<file path="config.mk">
export PLATFORM = sky130hd
export DESIGN_NAME = pipelined_rca_adder_flat
export DESIGN_NICKNAME = d
export VERILOG_FILES = /design/src/rtl/pipelined_rca_adder_if.sv /design/src/rtl/pipelined_rca_adder.sv /design/src/flat_wrapper.sv
export SDC_FILE = /design/constraint.sdc
export NUM_CORES = 1
export LEC_CHECK = 0
export ABC_CLOCK_PERIOD_IN_PS = 2500
export CORE_UTILIZATION = 28
export DETAILED_ROUTE_END_ITERATION = 10
export PLACE_DENSITY = 0.5
export SLEW_MARGIN = 25
export SYNTH_ARGS = -nofsm -noshare
export SYNTH_HDL_FRONTEND = slang
export SYNTH_SLANG_ARGS = --single-unit
</file>
<file path="constraint.sdc">
create_clock -name clk -period 2.5 [get_ports clk]
set_input_delay 0.5 -clock clk [delete_from_list [all_inputs] [get_ports clk]]
set_output_delay 0.5 -clock clk [all_outputs]
set_load 0.01 [all_outputs]
</file>
<file path="src/rtl/pipelined_rca_adder_if.sv">
// Handshake bundle for pipelined_rca_adder: upstream operands and downstream result.
// Carries the ovf result bit only when ADDER_OVF_EN is defined.
interface pipelined_rca_adder_if #(
  parameter int WIDTH = 8
);
  logic             in_valid;
  logic             in_ready;
  logic [WIDTH-1:0] a;
  logic [WIDTH-1:0] b;
  logic             cin;
  logic             out_valid;
  logic             out_ready;
  logic [WIDTH-1:0] sum;
  logic             cout;
`ifdef ADDER_OVF_EN
  logic             ovf;

  modport master (
    output in_valid, a, b, cin, out_ready,
    input  in_ready, out_valid, sum, cout, ovf
  );
  modport slave (
    input  in_valid, a, b, cin, out_ready,
    output in_ready, out_valid, sum, cout, ovf
  );
`else
  modport master (
    output in_valid, a, b, cin, out_ready,
    input  in_ready, out_valid, sum, cout
  );
  modport slave (
    input  in_valid, a, b, cin, out_ready,
    output in_ready, out_valid, sum, cout
  );
`endif
endinterface

</file>
<file path="src/rtl/pipelined_rca_adder.sv">
// Pipelined ripple-carry adder: {cout,sum} = a + b + cin, carry chain cut into STAGES registered slices.
// Optional signed-overflow output enabled by defining ADDER_OVF_EN.
module pipelined_rca_adder #(
  parameter int WIDTH  = 8,
  parameter int STAGES = 4
) (
  input logic                 clk,
  input logic                 rst,
  pipelined_rca_adder_if.slave bus
);
  localparam int CHUNK = WIDTH / STAGES;
  localparam int LAST  = STAGES - 1;

  logic                           en;
  logic [STAGES-1:0]              vld_q;
  logic [STAGES-1:0]              cy_q;
  logic [STAGES-1:0]              v_src;
  logic [STAGES-1:0]              c_src;
  logic [STAGES-1:0]              cy_d;
  logic [STAGES-1:0][WIDTH-1:0]   a_q;
  logic [STAGES-1:0][WIDTH-1:0]   b_q;
  logic [STAGES-1:0][WIDTH-1:0]   sum_q;
  logic [STAGES-1:0][WIDTH-1:0]   a_src;
  logic [STAGES-1:0][WIDTH-1:0]   b_src;
  logic [STAGES-1:0][WIDTH-1:0]   s_src;
  logic [STAGES-1:0][WIDTH-1:0]   sum_d;

  // Whole pipe moves together; only a stalled valid result at the tail blocks it.
  assign en           = !vld_q[LAST] || bus.out_ready;
  assign bus.in_ready = en;

  for (genvar k = 0; k < STAGES; k++) begin : g_stage
    logic [CHUNK:0]   slice;
    logic [WIDTH-1:0] s_ins;

    if (k == 0) begin : g_first
      assign v_src[k] = bus.in_valid;
      assign a_src[k] = bus.a;
      assign b_src[k] = bus.b;
      assign c_src[k] = bus.cin;
      assign s_src[k] = '0;
    end else begin : g_next
      assign v_src[k] = vld_q[k-1];
      assign a_src[k] = a_q[k-1];
      assign b_src[k] = b_q[k-1];
      assign c_src[k] = cy_q[k-1];
      assign s_src[k] = sum_q[k-1];
    end

    assign slice = {1'b0, a_src[k][k*CHUNK +: CHUNK]}
                 + {1'b0, b_src[k][k*CHUNK +: CHUNK]}
                 + {{CHUNK{1'b0}}, c_src[k]};

    always_comb begin
      s_ins = s_src[k];
      s_ins[k*CHUNK +: CHUNK] = slice[CHUNK-1:0];
    end

    assign sum_d[k] = s_ins;
    assign cy_d[k]  = slice[CHUNK];
  end

  // Data registers only load behind a valid token so bubbles leave the last result untouched.
  always_ff @(posedge clk) begin
    if (rst) begin
      vld_q <= '0;
      cy_q  <= '0;
      a_q   <= '0;
      b_q   <= '0;
      sum_q <= '0;
    end else if (en) begin
      vld_q <= v_src;
      for (int k = 0; k < STAGES; k++) begin
        if (v_src[k]) begin
          a_q[k]   <= a_src[k];
          b_q[k]   <= b_src[k];
          sum_q[k] <= sum_d[k];
          cy_q[k]  <= cy_d[k];
        end
      end
    end
  end

  assign bus.out_valid = vld_q[LAST];
  assign bus.sum       = sum_q[LAST];
  assign bus.cout      = cy_q[LAST];

`ifdef ADDER_OVF_EN
  logic ovf_q;
  logic ovf_d;

  assign ovf_d = (a_src[LAST][WIDTH-1] == b_src[LAST][WIDTH-1])
              && (sum_d[LAST][WIDTH-1] != a_src[LAST][WIDTH-1]);

  always_ff @(posedge clk) begin
    if (rst) begin
      ovf_q <= 1'b0;
    end else if (en && v_src[LAST]) begin
      ovf_q <= ovf_d;
    end
  end

  assign bus.ovf = ovf_q;
`endif

  // Tail operand copies have no consumer; they exist only to keep the stage structure uniform.
  logic unused_pass;
  assign unused_pass = ^{a_q[LAST], b_q[LAST]};

endmodule
</file>
<file path="src/flat_wrapper.sv">
// flat-port wrapper written by rule: the top's interface ports become plain ports
module pipelined_rca_adder_flat 
#(
  parameter int WIDTH  = 8,
  parameter int STAGES = 4
)
  (clk, rst, bus_in_valid, bus_a, bus_b, bus_cin, bus_out_ready, bus_in_ready, bus_out_valid, bus_sum, bus_cout);
  pipelined_rca_adder_if #(.WIDTH(WIDTH)) bus_i ();
  input logic clk;
  input logic rst;
  input wire logic [$bits(bus_i.in_valid)-1:0] bus_in_valid;
  input wire logic [$bits(bus_i.a)-1:0] bus_a;
  input wire logic [$bits(bus_i.b)-1:0] bus_b;
  input wire logic [$bits(bus_i.cin)-1:0] bus_cin;
  input wire logic [$bits(bus_i.out_ready)-1:0] bus_out_ready;
  output wire logic [$bits(bus_i.in_ready)-1:0] bus_in_ready;
  output wire logic [$bits(bus_i.out_valid)-1:0] bus_out_valid;
  output wire logic [$bits(bus_i.sum)-1:0] bus_sum;
  output wire logic [$bits(bus_i.cout)-1:0] bus_cout;
  assign bus_i.in_valid = bus_in_valid;
  assign bus_i.a = bus_a;
  assign bus_i.b = bus_b;
  assign bus_i.cin = bus_cin;
  assign bus_i.out_ready = bus_out_ready;
  assign bus_in_ready = bus_i.in_ready;
  assign bus_out_valid = bus_i.out_valid;
  assign bus_sum = bus_i.sum;
  assign bus_cout = bus_i.cout;
  pipelined_rca_adder #(.WIDTH(WIDTH), .STAGES(STAGES)) u_core (.clk(clk), .rst(rst), .bus(bus_i));
endmodule
</file>
==> qor.yml, run 1 <==
status: "completed"
peakVddDrop_uv: 276
hold_viol: 0
synthCells: 232
fillers: 782
synth.area.top_cells: "dfxtp_1, nand2b_1, mux2i_1"
cts_resized: 0
crit_path_end_kind: "output pin"
synthMostInstantiatedCell: "dfxtp_1"
io_pins: 32
ys_types: 21
tns_ns: 0
period_needed_ns: 2.19
critical_path.startpoint_type: "primary input"
path_max_fanout: 7
r2r_start: "u_core.b_q[22]$_SDFFE_PP0P_"
dp_hpwl_mm: 2.73
clock_path_buffers: 2
grt-ovfl-total: 0
dr.pass1.iters: 4
drt_iter0_markers: 63
dieWidth_um: 91.6
hp-class: "register to register"
htree_levels: 2
fin_skew_ns: 0.00439
syn_to_final_growth_pct: 22.8
synth_edf_count: 0
min_to: "u_core.bus.sum[4]$_SDFFE_PP0P_"
via_count: 1583
wl_mm: 4.18
grt.total_usage_pct: 11.1
ys_warn_count: 0
nets: 284
syn_area_um2: 2250
max_cap_violations: 0
clock_latency_ns: 0.30
setup.worst_path.start: "bus_out_ready"
initial_core_util_pct: 29.1
final_layout_size_suffix_gt1_share_pct: 5.49
fin_crit_sh_pct: 87.8
post_drt_via_cell_ratio: 4.43
maxSlewHeadroom_pct: 72.4
rr_worst_depth: 4
placementRows: 32
fin_ws_ns: 0.306
p_per_area_nw_per_um2: 557
grt_pass1_wl_mm: 7.40
required_ns: 2.00
p_leak_nw: 0.937
core_um2: 7730
drc: 0
syn-num-nets: 261
cts_tree: "done"
fmax_mhz: 456
finalWeightedCongestion: 0.695
antenna_found_initial: 0
grt_pass1_vias: 1591
cts_hold_buffers: 0
synth_top_cell_area_share_pct: 46.4
dieArea_um2: 8380
yosys.area.top_type: "dfxtp_1"
synthTopCellsByCount: "dfxtp_1, nand2b_1, a21oi_1, inv_1, mux2i_1"
syn_area_per_cell_um2: 9.68
ant_nets: 0
cts_sinks: 52
cts-buffers-inserted: 5
seq_area_frac_synth_pct: 46.4
diodes: 0
die_y_um: 91.6
rsz0062_at_grt: "false"
reg2reg_to: "u_core.bus.sum[7]$_SDFFE_PP0P_"
cts-root-buf: "clkbuf_8"
setup_viol: 0
clkTransAtPathRegs_ns: 0.09
min-delay-start: "u_core.g_stage[3].s_ins[4]$_SDFFE_PP0P_"
portBuffers: 31
synthArstFlopShare_pct: 0
cp.arrival_ns: 1.69
worstHoldPathCells: 2
reg2reg_setup_slack_ns: 0.95
worstSetupPathType: "primary input to output pin"
finalMaxSlewViolations: 0
detail_route.wl_per_cell_um: 11.7
post_cts_buffers: 0
grt_max_degree: 65
tightestPinTransition_ns: 0.414
synth_ff_type: "dfxtp_1"
ys_seq_elements: 52
post-place-ws_ns: 0.293
-- final cells by class --
| class | count | area (µm²) | share of cell area (%) |
|---|---|---|---|
| Sequential cell | 52 | 1040 | 37.7 |
| Multi-Input combinational cell | 138 | 1030 | 37.2 |
| Timing Repair Buffer | 36 | 385 | 14.0 |
| Tap cell | 102 | 128 | 4.63 |
| Clock buffer | 7 | 96.3 | 3.49 |
| Inverter | 22 | 82.6 | 2.99 |
-- kinds of logic (layout without fill, tap and decap cells) --
kind of cell | count (synthesis) | in the layout | share of synthesized area [%]
AOI/OAI and AO/OA | 52 | 52 | 13.4
adders and majority gates | 8 | 8 | 7.13
buffers and inverters | 42 | 65 | 7.97
DFF | 52 | 52 | 46.4
muxes | 18 | 18 | 8.02
and+or+nand+nor | 60 | 60 | 17.2
-- stage by stage --
step | util, % | std cells | cell area (µm²) | hold slack, ns | total power, W
2_1_floorplan | - | 232 | 2250 | 0.443 | 0.000989
3_3_place_gp | 34.5 | 350 | 2660 | 0.462 | 0.00105
3_5_place_dp | 34.5 | 350 | 2660 | 0.465 | 0.00105
4_1_cts | 35.7 | 357 | 2760 | 0.477 | 0.00157
5_1_grt | 35.7 | 357 | 2760 | 0.495 | 0.00161
6_report | 35.7 | 357 | 2760 | 0.474 | 0.00154
-- state kept, by name, summed over array words and instances, names as in the netlist --
name / count
u_core.a_q: 12
u_core.b_q: 12
u_core.g_stage.s_ins: 12
u_core.bus.sum: 8
u_core.cy_q: 4
u_core.vld_q: 4
-- worst max-delay path: stages --
cell and delay [ns]:
clkdlybuf4s50_1 0.44, nor2b_4 0.20, inv_2 0.07, clkdlybuf4s50_1 0.48
-- worst max path at each step --
stage,end,depth (start not counted),slack [ns]
6_report,bus_in_ready,4,0.31
5_1_grt,bus_in_ready,4,0.24
4_1_cts,bus_in_ready,4,0.29
3_5_place_dp,bus_in_ready,4,0.29
3_3_place_gp,bus_in_ready,4,0.32
2_1_floorplan,u_core.g_stage[1].s_ins[1]$_SDFFE_PP0P_,4,0.86
-- power breakdown --
group	total [W]	internal, W	switching (W)	leakage (nW)
combinational	0.000157	0.0000856	0.0000711	0.463
sequential	0.000874	0.000859	0.0000151	0.424
clock	0.000506	0.000247	0.000259	0.0503
-- metal layers --
| metal | routed length (µm) | global-route usage, % | vias to the layer above |
|---|---|---|---|
| met5 | 0 | 0 | - |
| li1 | - | - | 822 |
| met1 | 2080 | 14.3 | 736 |
| met3 | 123 | 2.76 | 4 |
| met2 | 1910 | 17.9 | 21 |
| met4 | 65 | 3.97 | 0 |
-- placed cells by master, fill, tap and decap left out, types with 2 or more instances in the layout --
master | netlist | layout
a211oi_1 | 12 | 12
a21o_1 | 4 | 4
a21oi_1 | 22 | 22
and2_1 | 3 | 3
buf_12 | 0 | 3
buf_4 | 0 | 2
clkbuf_8 | 0 | 7
clkdlybuf4s50_1 | 0 | 31
dfxtp_1 | 52 | 52
fa_1 | 8 | 8
inv_1 | 21 | 21
mux2i_1 | 18 | 18
nand2_1 | 7 | 7
nand2b_1 | 30 | 30
nand3_1 | 6 | 6
nand4b_1 | 12 | 12
o21ai_0 | 13 | 13
(Power assumes the default switching activity.)
==> inputs of run 2 (changes only) <==
--- a/config.mk
+++ b/config.mk
@@ -6,9 +6,11 @@
 export NUM_CORES = 1
 export LEC_CHECK = 0
 export ABC_CLOCK_PERIOD_IN_PS = 2500
+export CORE_MARGIN = 3
 export CORE_UTILIZATION = 28
 export DETAILED_ROUTE_END_ITERATION = 10
 export PLACE_DENSITY = 0.5
+export SETUP_SLACK_MARGIN = 0.05
 export SLEW_MARGIN = 25
 export SYNTH_ARGS = -nofsm -noshare
 export SYNTH_HDL_FRONTEND = slang
==> run 2 against run 1 <==
Net effect: maximum frequency decreased by 0.24%; largest cell class unchanged; sequential share of layout area down 0.36 points; design area increased by 0.95%; highest routed layer unchanged; global-route usage fell by 1.1 points; non-clock buffer count up 1.
==> qor.yml, run 2 (synthesized netlist as in run 1, its figures left out) <==
diodes: 0  # unchanged
grt_pass1_wl_mm: 7.18  # -3.0%
reg2reg_to: "u_core.bus.sum[7]$_SDFFE_PP0P_"
dieWidth_um: 95.6  # +4.4%
p_leak_nw: 0.947  # +1.0%
ant_nets: 0  # unchanged
path_max_fanout: 7  # unchanged
io_pins: 32  # unchanged
cts_sinks: 52  # unchanged
grt.total_usage_pct: 10.0  # -1.1 points
required_ns: 2.00  # about the same
crit_top_cell: "clkdlybuf4s50_1"
rr_worst_depth: 4  # unchanged
tns_ns: 0  # unchanged
grt-ovfl-total: 0  # unchanged
post-place-ws_ns: 0.295  # +0.00138 ns
antenna_found_initial: 0  # unchanged
cp_slowest_stage_delay_ns: 0.48  # about the same
grt_max_degree: 65  # unchanged
drt_iter0_markers: 61  # -3.2%
hp-class: "register to register"
cts_resized: 0  # unchanged
cts-root-buf: "clkbuf_8"
peakVddDrop_uv: 257  # -7.0%
core_um2: 7770  # +0.52%
final_layout_size_suffix_gt1_share_pct: 6.23  # +0.74 points
layout_common_cells: "dfxtp_1, clkdlybuf4s50_1, nand2b_1, a21oi_1, inv_1"
clock_path_buffers: 2  # unchanged
p_seq_share_pct: 54.2  # -2.7 points
status: "completed"
die_y_um: 95.6  # +4.4%
dr.pass1.iters: 4  # unchanged
fin_ws_ns: 0.300  # -0.00518 ns
max_cap_violations: 0  # unchanged
internal_power_w: 0.00125  # +4.7%
clkPwrFrac_pct: 36.0  # +3.1 points
worstHoldPathCells: 2  # unchanged
maxSlewHeadroom_pct: 75.0  # +2.6 points
cp_slowest_cell: "clkdlybuf4s50_1"
cp.arrival_ns: 1.70  # about the same
finalWeightedCongestion: 0.641  # -7.8%
r2r_start: "u_core.b_q[22]$_SDFFE_PP0P_"
fin_skew_ns: 0.00772  # +0.00332 ns
via_count: 1592  # +0.57%
reg2reg_setup_slack_ns: 0.92  # -0.03 ns
crit_chain: "clkdlybuf4s50_1 -> nor2b_4 -> inv_2 -> clkdlybuf4s50_1"
wl_mm: 4.10  # -1.9%
fmax_mhz: 455  # -0.24%
placementRows: 32  # unchanged
p_per_area_nw_per_um2: 579  # +4.0%
fin_crit_sh_pct: 88.0  # +0.21 points
final_common_cell: "dfxtp_1"
cts-buffers-inserted: 5  # unchanged
cts_tree: "done"
critical_path.startpoint_type: "primary input"
cts_hold_buffers: 0  # unchanged
tightestPinTransition_ns: 0.375  # -0.0392 ns
combPwrFrac_pct: 9.8  # -0.4 points
worstSetupPathType: "primary input to output pin"
initial_core_util_pct: 28.9  # -0.15 points
post_cts_buffers: 0  # unchanged
rsz0062_at_grt: "false"
hold_viol: 0  # unchanged
syn_to_final_growth_pct: 24.0
detail_route.wl_per_cell_um: 11.4  # -2.5%
fillers: 830  # +6.1%
min_to: "u_core.a_q[12]$_SDFFE_PP0P_"
setup_viol: 0  # unchanged
finalMaxSlewViolations: 0  # unchanged
grt_pass1_vias: 1550  # -2.6%
crit_path_end_kind: "output pin"
portBuffers: 31  # unchanged
nets: 285  # +0.35%
period_needed_ns: 2.20  # +0.00518 ns
p_switching_w: 0.000365  # +5.7%
switching_share_pct: 22.6  # +0.17 points
htree_levels: 2  # unchanged
clock_latency_ns: 0.30  # about the same
dp_hpwl_mm: 2.86  # +4.8%
drc: 0  # unchanged
min-delay-start: "u_core.a_q[12]$_SDFFE_PP0P_"
post_drt_via_cell_ratio: 4.43  # about the same
clkTransAtPathRegs_ns: 0.09  # about the same
dieArea_um2: 9130  # +8.9%
[run 2: cell type report]
cell class              instances  area (µm²)  share of cell area, %
clock buffers                   5        68.8                   2.47
clock inverters                 3        46.3                   1.66
inverters                      22        82.6                   2.96
multi-input cells             138        1030                   36.8
flip-flops and latches         52        1040                   37.4
well taps                     102         128                   4.58
repair buffers                 37         393                   14.1
[run 2: how the worst max path moves through the flow]
| stage | end | startpoint | depth (start not counted) | slack, ns |
|---|---|---|---|---|
| after CTS | bus_in_ready | bus_out_ready | 4 | 0.29 |
| after global routing | bus_in_ready | bus_out_ready | 4 | 0.25 |
| after floorplan | u_core.g_stage[1].s_ins[1]$_SDFFE_PP0P_ | bus_cin | 4 | 0.86 |
| after global placement | bus_in_ready | bus_out_ready | 4 | 0.32 |
| after detailed placement | bus_in_ready | bus_out_ready | 4 | 0.29 |
| final | bus_in_ready | bus_out_ready | 4 | 0.30 |
[run 2: power groups by stage]
stage / clock, W / sequential [W] / combinational (W)
after detailed placement: 0 / 0.000894 / 0.000162
after global routing: 0.000640 / 0.000878 / 0.000179
after global placement: 0 / 0.000893 / 0.000160
after CTS: 0.000606 / 0.000875 / 0.000162
after floorplan: 0 / 0.000888 / 0.000101
final: 0.000581 / 0.000874 / 0.000158
[run 2: metrics by stage]
stage	instance area [µm²]	instances	util, %	power, W	hold slack, ns
6_report	2790	359	35.9	0.00161	0.479
5_1_grt	2790	359	35.9	0.00170	0.495
4_1_cts	2790	359	35.9	0.00164	0.482
3_5_place_dp	2670	351	34.4	0.00106	0.468
3_3_place_gp	2670	351	34.4	0.00105	0.461
2_1_floorplan	2250	232	-	0.000989	0.443
[run 2: per-layer routing]
layer	part of all wire [%]	global-route usage [%]	up-vias
li1	-	-	827
met1	49	12.9	739
met2	46	16.0	22
met3	3.5	2.84	4
met4	1.2	3.55	0
met5	0	0	-
[run 2: critical path: cells and delay by family]
kind | cells | cell delay, ns
buffers and inverters | 3 | 0.99
AND/OR/NAND/NOR | 1 | 0.21
